`src/rtl/sid_pkg.sv`:
```
// Shared types and byte-protocol constants for the SID register-write stream engine.
//   sid_state_e : parser state encoding
//   sid_hdr_t   : decoded write-header payload (chip select index + register)
//   decode_hdr  : splits a header byte into its fields
package sid_pkg;

    localparam int unsigned CHIP_W      = 2;
    localparam int unsigned REG_W       = 5;
    localparam int unsigned BYTE_W      = 8;
    localparam int unsigned OP_WAIT_BIT = 7;
    localparam int unsigned CHIP_LSB    = 5;
    localparam int unsigned CHIP_MSB    = 6;

    localparam logic [BYTE_W-1:0] OP_NOP = 8'hFF;

    typedef enum logic [1:0] {
        ST_HDR   = 2'd0,
        ST_DATA  = 2'd1,
        ST_WRITE = 2'd2,
        ST_WAIT  = 2'd3
    } sid_state_e;

    typedef struct packed {
        logic [CHIP_W-1:0] chip;
        logic [REG_W-1:0]  addr;
    } sid_hdr_t;

    function automatic sid_hdr_t decode_hdr(input logic [BYTE_W-1:0] b);
        sid_hdr_t h;
        h.chip = b[CHIP_MSB:CHIP_LSB];
        h.addr = b[REG_W-1:0];
        return h;
    endfunction

endpackage

```
`src/rtl/byte_fifo.sv`:
```
// Show-ahead byte FIFO with registered level and registered not-full flag.
//   slowclk, n_reset : clock, async active-low reset
//   push, push_data  : write strobe/byte (ignored while not_full is low)
//   pop              : consume head byte (ignored while empty)
//   head_c, empty_c  : current head byte and empty flag (combinational)
//   not_full         : registered space-available flag
//   level            : registered byte count
//   level_nxt_c      : byte count after the current edge
module byte_fifo #(
    parameter int unsigned DEPTH = 16
) (
    input  logic                     slowclk,
    input  logic                     n_reset,
    input  logic                     push,
    input  logic [7:0]               push_data,
    input  logic                     pop,
    output logic [7:0]               head_c,
    output logic                     empty_c,
    output logic                     not_full,
    output logic [$clog2(DEPTH):0]   level,
    output logic [$clog2(DEPTH):0]   level_nxt_c
);

    localparam int unsigned PTR_W = $clog2(DEPTH);
    localparam int unsigned LVL_W = PTR_W + 1;

    logic [7:0]       mem_q [DEPTH];
    logic [PTR_W-1:0] wr_ptr_q, wr_ptr_d;
    logic [PTR_W-1:0] rd_ptr_q, rd_ptr_d;
    logic [LVL_W-1:0] level_q, level_d;
    logic             not_full_q, not_full_d;
    logic             do_push, do_pop;

    // Pointers wrap naturally because DEPTH is a power of two.
    always_comb begin
        do_push    = push && not_full_q;
        do_pop     = pop && (level_q != '0);
        wr_ptr_d   = wr_ptr_q + PTR_W'(do_push);
        rd_ptr_d   = rd_ptr_q + PTR_W'(do_pop);
        level_d    = level_q + LVL_W'(do_push) - LVL_W'(do_pop);
        // Derived from the next level so a full FIFO never sees an extra push.
        not_full_d = (level_d != LVL_W'(DEPTH));
    end

    always_ff @(posedge slowclk or negedge n_reset) begin
        if (!n_reset) begin
            wr_ptr_q   <= '0;
            rd_ptr_q   <= '0;
            level_q    <= '0;
            not_full_q <= 1'b1;
        end else begin
            wr_ptr_q   <= wr_ptr_d;
            rd_ptr_q   <= rd_ptr_d;
            level_q    <= level_d;
            not_full_q <= not_full_d;
        end
    end

    // Storage array; contents are don't-care while empty, so no reset.
    always_ff @(posedge slowclk) begin
        if (do_push) begin
            mem_q[wr_ptr_q] <= push_data;
        end
    end

    assign head_c      = mem_q[rd_ptr_q];
    assign empty_c     = (level_q == '0);
    assign not_full    = not_full_q;
    assign level       = level_q;
    assign level_nxt_c = level_d;

endmodule

```
`src/rtl/sid_stream_player.sv`:
```
// SID register-write stream engine: buffers a byte stream, decodes write/wait/no-op
// commands and issues at most one chip-select strobe per clk_en period.
//   slowclk, n_reset   : clock, async active-low reset
//   clk_en             : one-cycle SID tick strobe
//   s_tdata/s_tvalid/s_tready : byte input handshake
//   sid_addr, sid_data : register address/data for the selected chip
//   sid_n_cs           : active-low chip selects (at most one low)
//   busy               : bytes pending or command in progress
//   bad_chip           : pulse on a header naming a missing chip
//   fifo_level         : bytes held in the input FIFO
module sid_stream_player
    import sid_pkg::*;
#(
    parameter int unsigned N_SID      = 1,
    parameter int unsigned FIFO_DEPTH = 16,
    parameter int unsigned WAIT_UNIT  = 1000
) (
    input  logic                          slowclk,
    input  logic                          n_reset,
    input  logic                          clk_en,
    input  logic [7:0]                    s_tdata,
    input  logic                          s_tvalid,
    output logic                          s_tready,
    output logic [4:0]                    sid_addr,
    output logic [7:0]                    sid_data,
    output logic [N_SID-1:0]              sid_n_cs,
    output logic                          busy,
    output logic                          bad_chip,
    output logic [$clog2(FIFO_DEPTH):0]   fifo_level
);

    localparam int unsigned LVL_W    = $clog2(FIFO_DEPTH) + 1;
    localparam int unsigned WAIT_MAX = 128 * WAIT_UNIT;
    localparam int unsigned WAIT_W   = $clog2(WAIT_MAX + 1);

    logic [BYTE_W-1:0] head_c;
    logic              empty_c;
    logic              pop_c;
    logic              push_c;
    logic [LVL_W-1:0]  level_nxt_c;
    sid_hdr_t          hdr_c;
    logic              hdr_bad_c;

    sid_state_e        state_q, state_d;
    logic [CHIP_W-1:0] chip_q, chip_d;
    logic [REG_W-1:0]  reg_q, reg_d;
    logic              drop_q, drop_d;
    logic              cs_on_q, cs_on_d;
    logic [WAIT_W-1:0] wait_q, wait_d;
    logic [REG_W-1:0]  addr_q, addr_d;
    logic [BYTE_W-1:0] data_q, data_d;
    logic [N_SID-1:0]  n_cs_q, n_cs_d;
    logic              bad_q, bad_d;
    logic              busy_q, busy_d;

    assign push_c = s_tvalid && s_tready;

    byte_fifo #(
        .DEPTH (FIFO_DEPTH)
    ) u_fifo (
        .slowclk     (slowclk),
        .n_reset     (n_reset),
        .push        (push_c),
        .push_data   (s_tdata),
        .pop         (pop_c),
        .head_c      (head_c),
        .empty_c     (empty_c),
        .not_full    (s_tready),
        .level       (fifo_level),
        .level_nxt_c (level_nxt_c)
    );

    assign hdr_c     = decode_hdr(head_c);
    assign hdr_bad_c = ({1'b0, hdr_c.chip} >= 3'(N_SID));

    // Command parser: next state, chip-select strobe and wait countdown.
    always_comb begin
        state_d = state_q;
        chip_d  = chip_q;
        reg_d   = reg_q;
        drop_d  = drop_q;
        cs_on_d = cs_on_q;
        wait_d  = wait_q;
        addr_d  = addr_q;
        data_d  = data_q;
        n_cs_d  = n_cs_q;
        bad_d   = 1'b0;
        pop_c   = 1'b0;

        unique case (state_q)
            ST_HDR: begin
                if (!empty_c) begin
                    pop_c = 1'b1;
                    if (head_c == OP_NOP) begin
                        state_d = ST_HDR;
                    end else if (head_c[OP_WAIT_BIT]) begin
                        wait_d  = (WAIT_W'(head_c[6:0]) + WAIT_W'(1)) * WAIT_W'(WAIT_UNIT);
                        state_d = ST_WAIT;
                    end else begin
                        chip_d  = hdr_c.chip;
                        reg_d   = hdr_c.addr;
                        drop_d  = hdr_bad_c;
                        bad_d   = hdr_bad_c;
                        state_d = ST_DATA;
                    end
                end
            end
            ST_DATA: begin
                if (!empty_c) begin
                    pop_c  = 1'b1;
                    drop_d = 1'b0;
                    if (drop_q) begin
                        // Data byte of an unaddressable chip is discarded.
                        state_d = ST_HDR;
                    end else begin
                        addr_d  = reg_q;
                        data_d  = head_c;
                        state_d = ST_WRITE;
                    end
                end
            end
            ST_WRITE: begin
                // Select goes low one cycle after entry and is released after the
                // first cycle it spends low with clk_en set.
                if (!cs_on_q) begin
                    cs_on_d = 1'b1;
                    n_cs_d  = ~(N_SID'(1) << chip_q);
                end else if (clk_en) begin
                    cs_on_d = 1'b0;
                    n_cs_d  = '1;
                    state_d = ST_HDR;
                end
            end
            ST_WAIT: begin
                if (clk_en) begin
                    wait_d = wait_q - WAIT_W'(1);
                    if (wait_q == WAIT_W'(1)) begin
                        state_d = ST_HDR;
                    end
                end
            end
            default: begin
                state_d = ST_HDR;
            end
        endcase

        busy_d = (level_nxt_c != '0) || (state_d != ST_HDR);
    end

    always_ff @(posedge slowclk or negedge n_reset) begin
        if (!n_reset) begin
            state_q <= ST_HDR;
            chip_q  <= '0;
            reg_q   <= '0;
            drop_q  <= 1'b0;
            cs_on_q <= 1'b0;
            wait_q  <= '0;
            addr_q  <= '0;
            data_q  <= '0;
            n_cs_q  <= '1;
            bad_q   <= 1'b0;
            busy_q  <= 1'b0;
        end else begin
            state_q <= state_d;
            chip_q  <= chip_d;
            reg_q   <= reg_d;
            drop_q  <= drop_d;
            cs_on_q <= cs_on_d;
            wait_q  <= wait_d;
            addr_q  <= addr_d;
            data_q  <= data_d;
            n_cs_q  <= n_cs_d;
            bad_q   <= bad_d;
            busy_q  <= busy_d;
        end
    end

    assign sid_addr = addr_q;
    assign sid_data = data_q;
    assign sid_n_cs = n_cs_q;
    assign bad_chip = bad_q;
    assign busy     = busy_q;

endmodule

```
`config.mk`:
```
export PLATFORM = sky130hd
export DESIGN_NAME = sid_stream_player
export DESIGN_NICKNAME = d
export VERILOG_FILES = /design/src/rtl/sid_pkg.sv /design/src/rtl/byte_fifo.sv /design/src/rtl/sid_stream_player.sv
export SDC_FILE = /design/constraint.sdc
export NUM_CORES = 1
export LEC_CHECK = 0
export ABC_CLOCK_PERIOD_IN_PS = 6900
export BUFFER_PORTS_ARGS = -buffer_cell sky130_fd_sc_hd__buf_4
export CAP_MARGIN = 30
export CELL_PAD_IN_SITES_DETAIL_PLACEMENT = 1
export CELL_PAD_IN_SITES_GLOBAL_PLACEMENT = 1
export CORE_ASPECT_RATIO = 0.7
export CORE_MARGIN = 2
export CORE_UTILIZATION = 38
export DETAILED_ROUTE_END_ITERATION = 10
export PLACE_DENSITY = 0.75
export SLEW_MARGIN = 0
export SYNTH_ARGS = -nofsm -noshare
export SYNTH_HDL_FRONTEND = slang
export SYNTH_SLANG_ARGS = --single-unit
```
`constraint.sdc`:
```
create_clock -name slowclk -period 6.9 [get_ports slowclk]
set_clock_uncertainty 0.2 [all_clocks]
set_input_delay 0.69 -clock slowclk [delete_from_list [all_inputs] [get_ports slowclk]]
set_output_delay 0.69 -clock slowclk [all_outputs]
set_load 0.01 [all_outputs]
```
==> results.yml <==
clocking:
  clock-root-buffer: "sky130_fd_sc_hd__clkbuf_16"
  clock_tree_from_tritoncts: "built"
  numCtsBuffers: 17
  clock_tree.htree_level_count: 4
  cts_max_path_buffers: 2
  cts.sink_count: 186
  clkTransAtPathRegs_ps: 70
  cts_setup_buffers: 0
  clkLatencyLatePin_ps: 430
global_routing:
  vias_in_the_first_global_route: 6040
  gr-total-overflow: 0
  global_route_wire_length_before_repair_um: 36400
  grt_use_total_pct: 19.3
  maximum_number_of_pins_on_one_net_before_global_route_repair: 59
  antenna_violations_before_repair: 0
worst_setup_path:
  worst_path_most_repeated_cell: "sky130_fd_sc_hd__ha_1"
  end_kind: "flip-flop"
  startpoint_type_of_the_worst_setup_path: "flip-flop"
  crit_chain: "buf_12 -> mux2i_1 -> a221oi_1 -> o21ai_0 -> a22oi_2 -> nand4_1 -> inv_1 -> ha_1 -> fa_1 -> inv_1 -> fa_1 -> ha_1 -> ha_1 -> or2_2 -> a21oi_1 -> a31oi_1 -> a21o_1 -> a21oi_1 -> xnor2_1 -> a22oi_1"
  crit_path_max_incr_delay_ps: 590
  arr_time_crit_path_ps: 6630
  worstPathBufferInverterCount: 3
  crit_path_top_delay_cell: "sky130_fd_sc_hd__dfrtp_2"
  worstPathMaxFanout: 21
  critical_path_class: "reg2reg"
  critical_path_required_ps: 6960
  path_delay_family: "compound AO/OA/AOI/OAI gates"
synth:
  post_synth_fa_ha_maj_area_fraction_pct: 11.1
  synth-compound-area-share_pct: 7.83
  yosys.cell_count.top_type: "sky130_fd_sc_hd__edfxtp_1"
  syn-num-nets: 720
  synth-warning-count: 0
  yosys.area.top_type: "sky130_fd_sc_hd__edfxtp_1"
  synth_area_leaders: "sky130_fd_sc_hd__edfxtp_1, sky130_fd_sc_hd__dfrtp_1, sky130_fd_sc_hd__mux4_2, sky130_fd_sc_hd__ha_1, sky130_fd_sc_hd__fa_1"
  synth-seq-area-share_pct: 58.0
  synth.area.mux_share_pct: 10.4
  syn_area_um2: 9140
  synth.distinct_cells: 57
  post_synth_and_or_nand_nor_area_fraction_pct: 6.82
  synth-seq-cells: 186
  synth_common_cells: "sky130_fd_sc_hd__edfxtp_1, sky130_fd_sc_hd__dfrtp_1, sky130_fd_sc_hd__inv_1, sky130_fd_sc_hd__ha_1"
  asyncSetResetFlopFracSynth_pct: 31.2
  post_synthesis_average_cell_area_um2: 14.3
  ys_dominant_reg_cell: "sky130_fd_sc_hd__edfxtp_1"
  synth_top_family_by_area: "adder cells"
  synth-edff-count: 128
  post_synthesis_xor_xnor_area_fraction_pct: 2.40
  synth_cells: 640
  synth_top_area_share_pct: 42.1
route:
  detail_route.iter0.violations: 397
  routedWlPerCell_um: 22.6
  drtAntennaViolNets: 0
  detailedRoute.firstPassIterationCount: 4
  drt_drc_violations_left: 0
  detail_route.wirelength_um: 23200
  vias_per_cell: 5.50
  route.vias.total: 5644
floorplan:
  die_outline_area_um2: 25300
  io_pins: 34
  die_x_um: 189
  die_height_um: 134
  fp-row-count: 47
  initial_standard_cell_utilization_of_the_core_pct: 38.6
  design.core.area_um2: 23600
timing:
  setup_viol: 0
  post_route_setup_tns_ps: 0
  slew_viol_final: 0
  final_period_minus_worst_setup_slack_ps: 6570
  tightestPinTransition_ps: 787
  final.period_utilization_pct: 95.1
  hold_violations: 0
  max_slew_margin_pct: 47.6
  rsz0062_at_grt: "false"
  fmax_mhz: 152
place:
  gpl.final_weighted_congestion: 0.851
  port-buffer-count: 33
  detailedPlacementHpwl_um: 16500
layout:
  utilization_pct: 44.4
  syn2layout_area_growth_pct: 14.8
  layout.filler_cells: 2431
  seqCellArea_um2: 5300
  finalNetCount: 775
  multi_input_area_um2: 3560
  layout-drive-gt1-share_pct: 21.2
  antenna_fix_cells: 0
flow_run:
  max_cap_violations: 0
status:
  run_status: "finished clean"
hold_path:
  timing.hold.worst.class: "in2async"
cell usage in the layout, fill, tap and decap left out, types with 16 or more instances in the layout:
master / netlist / routed
sky130_fd_sc_hd__xnor2_1: 17 / 16
sky130_fd_sc_hd__dfrtp_1: 56 / 53
sky130_fd_sc_hd__a21oi_1: 23 / 23
sky130_fd_sc_hd__buf_4: 2 / 51
sky130_fd_sc_hd__ha_1: 46 / 46
sky130_fd_sc_hd__mux4_2: 26 / 26
sky130_fd_sc_hd__fa_1: 22 / 22
sky130_fd_sc_hd__mux2i_1: 17 / 17
sky130_fd_sc_hd__nand2_1: 32 / 32
sky130_fd_sc_hd__mux2_2: 17 / 17
sky130_fd_sc_hd__inv_1: 50 / 50
sky130_fd_sc_hd__nor2_1: 32 / 32
sky130_fd_sc_hd__edfxtp_1: 128 / 128
sky130_fd_sc_hd__clkbuf_16: 0 / 17
per-layer routing:
metal  up-vias  GRT usage, %  part of all wire, %
met5         -             0                    0
met4         0          4.95                  1.1
met1      2974          27.4                   47
li1       2505             -                    -
met3        19          4.45                  5.4
met2       146          30.0                   47
cell type report:
| cell class | count | share of cell area (%) |
|---|---|---|
| inverters | 50 | 1.79 |
| repair buffers | 58 | 4.49 |
| clock inverters | 12 | 1.30 |
| well taps | 318 | 3.79 |
| flip-flops and latches | 186 | 50.5 |
| clock buffers | 20 | 4.16 |
| multi-input cells | 382 | 33.9 |
cell families (layout without fill, tap and decap cells):
| group | Yosys count | count (layout) |
|---|---|---|
| and+or+nand+nor | 126 | 126 |
| adders and majority gates | 68 | 68 |
| muxes | 60 | 60 |
| xor gates and xnor gates | 25 | 25 |
| DFF | 186 | 186 |
| AOI/OAI and AO/OA | 103 | 103 |
| buffers and inverters | 72 | 140 |
timing repair:
item,4_1_cts,5_1_grt
endpoints found under the setup margin,0,3
resized for setup,0,5
hold buffers,0,0
worst reg2reg max path: cells and delay by family, from the launching register on:
kind                     cells  cell delay (ps)
AO/OA/AOI/OAI                8             2090
adder cells (fa/ha/maj)      5             2020
buffers and inverters        3              630
AND/OR/NAND/NOR              2              620
flip-flops                   1              590
XOR/XNOR                     1              150
multiplexers                 1              110
stage by stage:
| stage | cell area (µm²) | cells | hold slack, ps | setup slack (ps) |
|---|---|---|---|---|
| 4_1_cts | 10400 | 1022 | 161 | 140 |
| 2_1_floorplan | 9140 | 640 | 194 | 511 |
| 6_report | 10500 | 1026 | 133 | 335 |
| 3_5_place_dp | 9870 | 990 | 283 | 160 |
| 3_3_place_gp | 9760 | 978 | 260 | 546 |
| 5_1_grt | 10500 | 1026 | 188 | 84.3 |
state kept, by name (all words and copies together), names as in the netlist:
signal and count:
reg_q 5, u_fifo.level 5, sid_addr 5, u_fifo.wr_ptr_q 4, wait_q 17, bad_chip 1
state_q 2, sid_n_cs 1, chip_q 2, u_fifo.not_full 1, u_fifo.mem_q 128, u_fifo.rd_ptr_q 4
cs_on_q 1, drop_q 1, sid_data 8, busy 1
path summary, 6_finish.rpt:
check,slack [ps],endpoint,from,depth (start not counted)
min reg2reg,300,reg_q[1],reg_q[1],2
max reg2reg,330,wait_q[16],u_fifo.rd_ptr_q[0],20
max in group asynchronous,5780,u_fifo.rd_ptr_q[1],n_reset,1
min in group slowclk,300,reg_q[1],reg_q[1],2
max,330,wait_q[16],u_fifo.rd_ptr_q[0],20
min,130,wait_q[13],n_reset,1
Power is not shown: default switching activity piles up to over one toggle a cycle in this logic, so the estimate is an artifact.
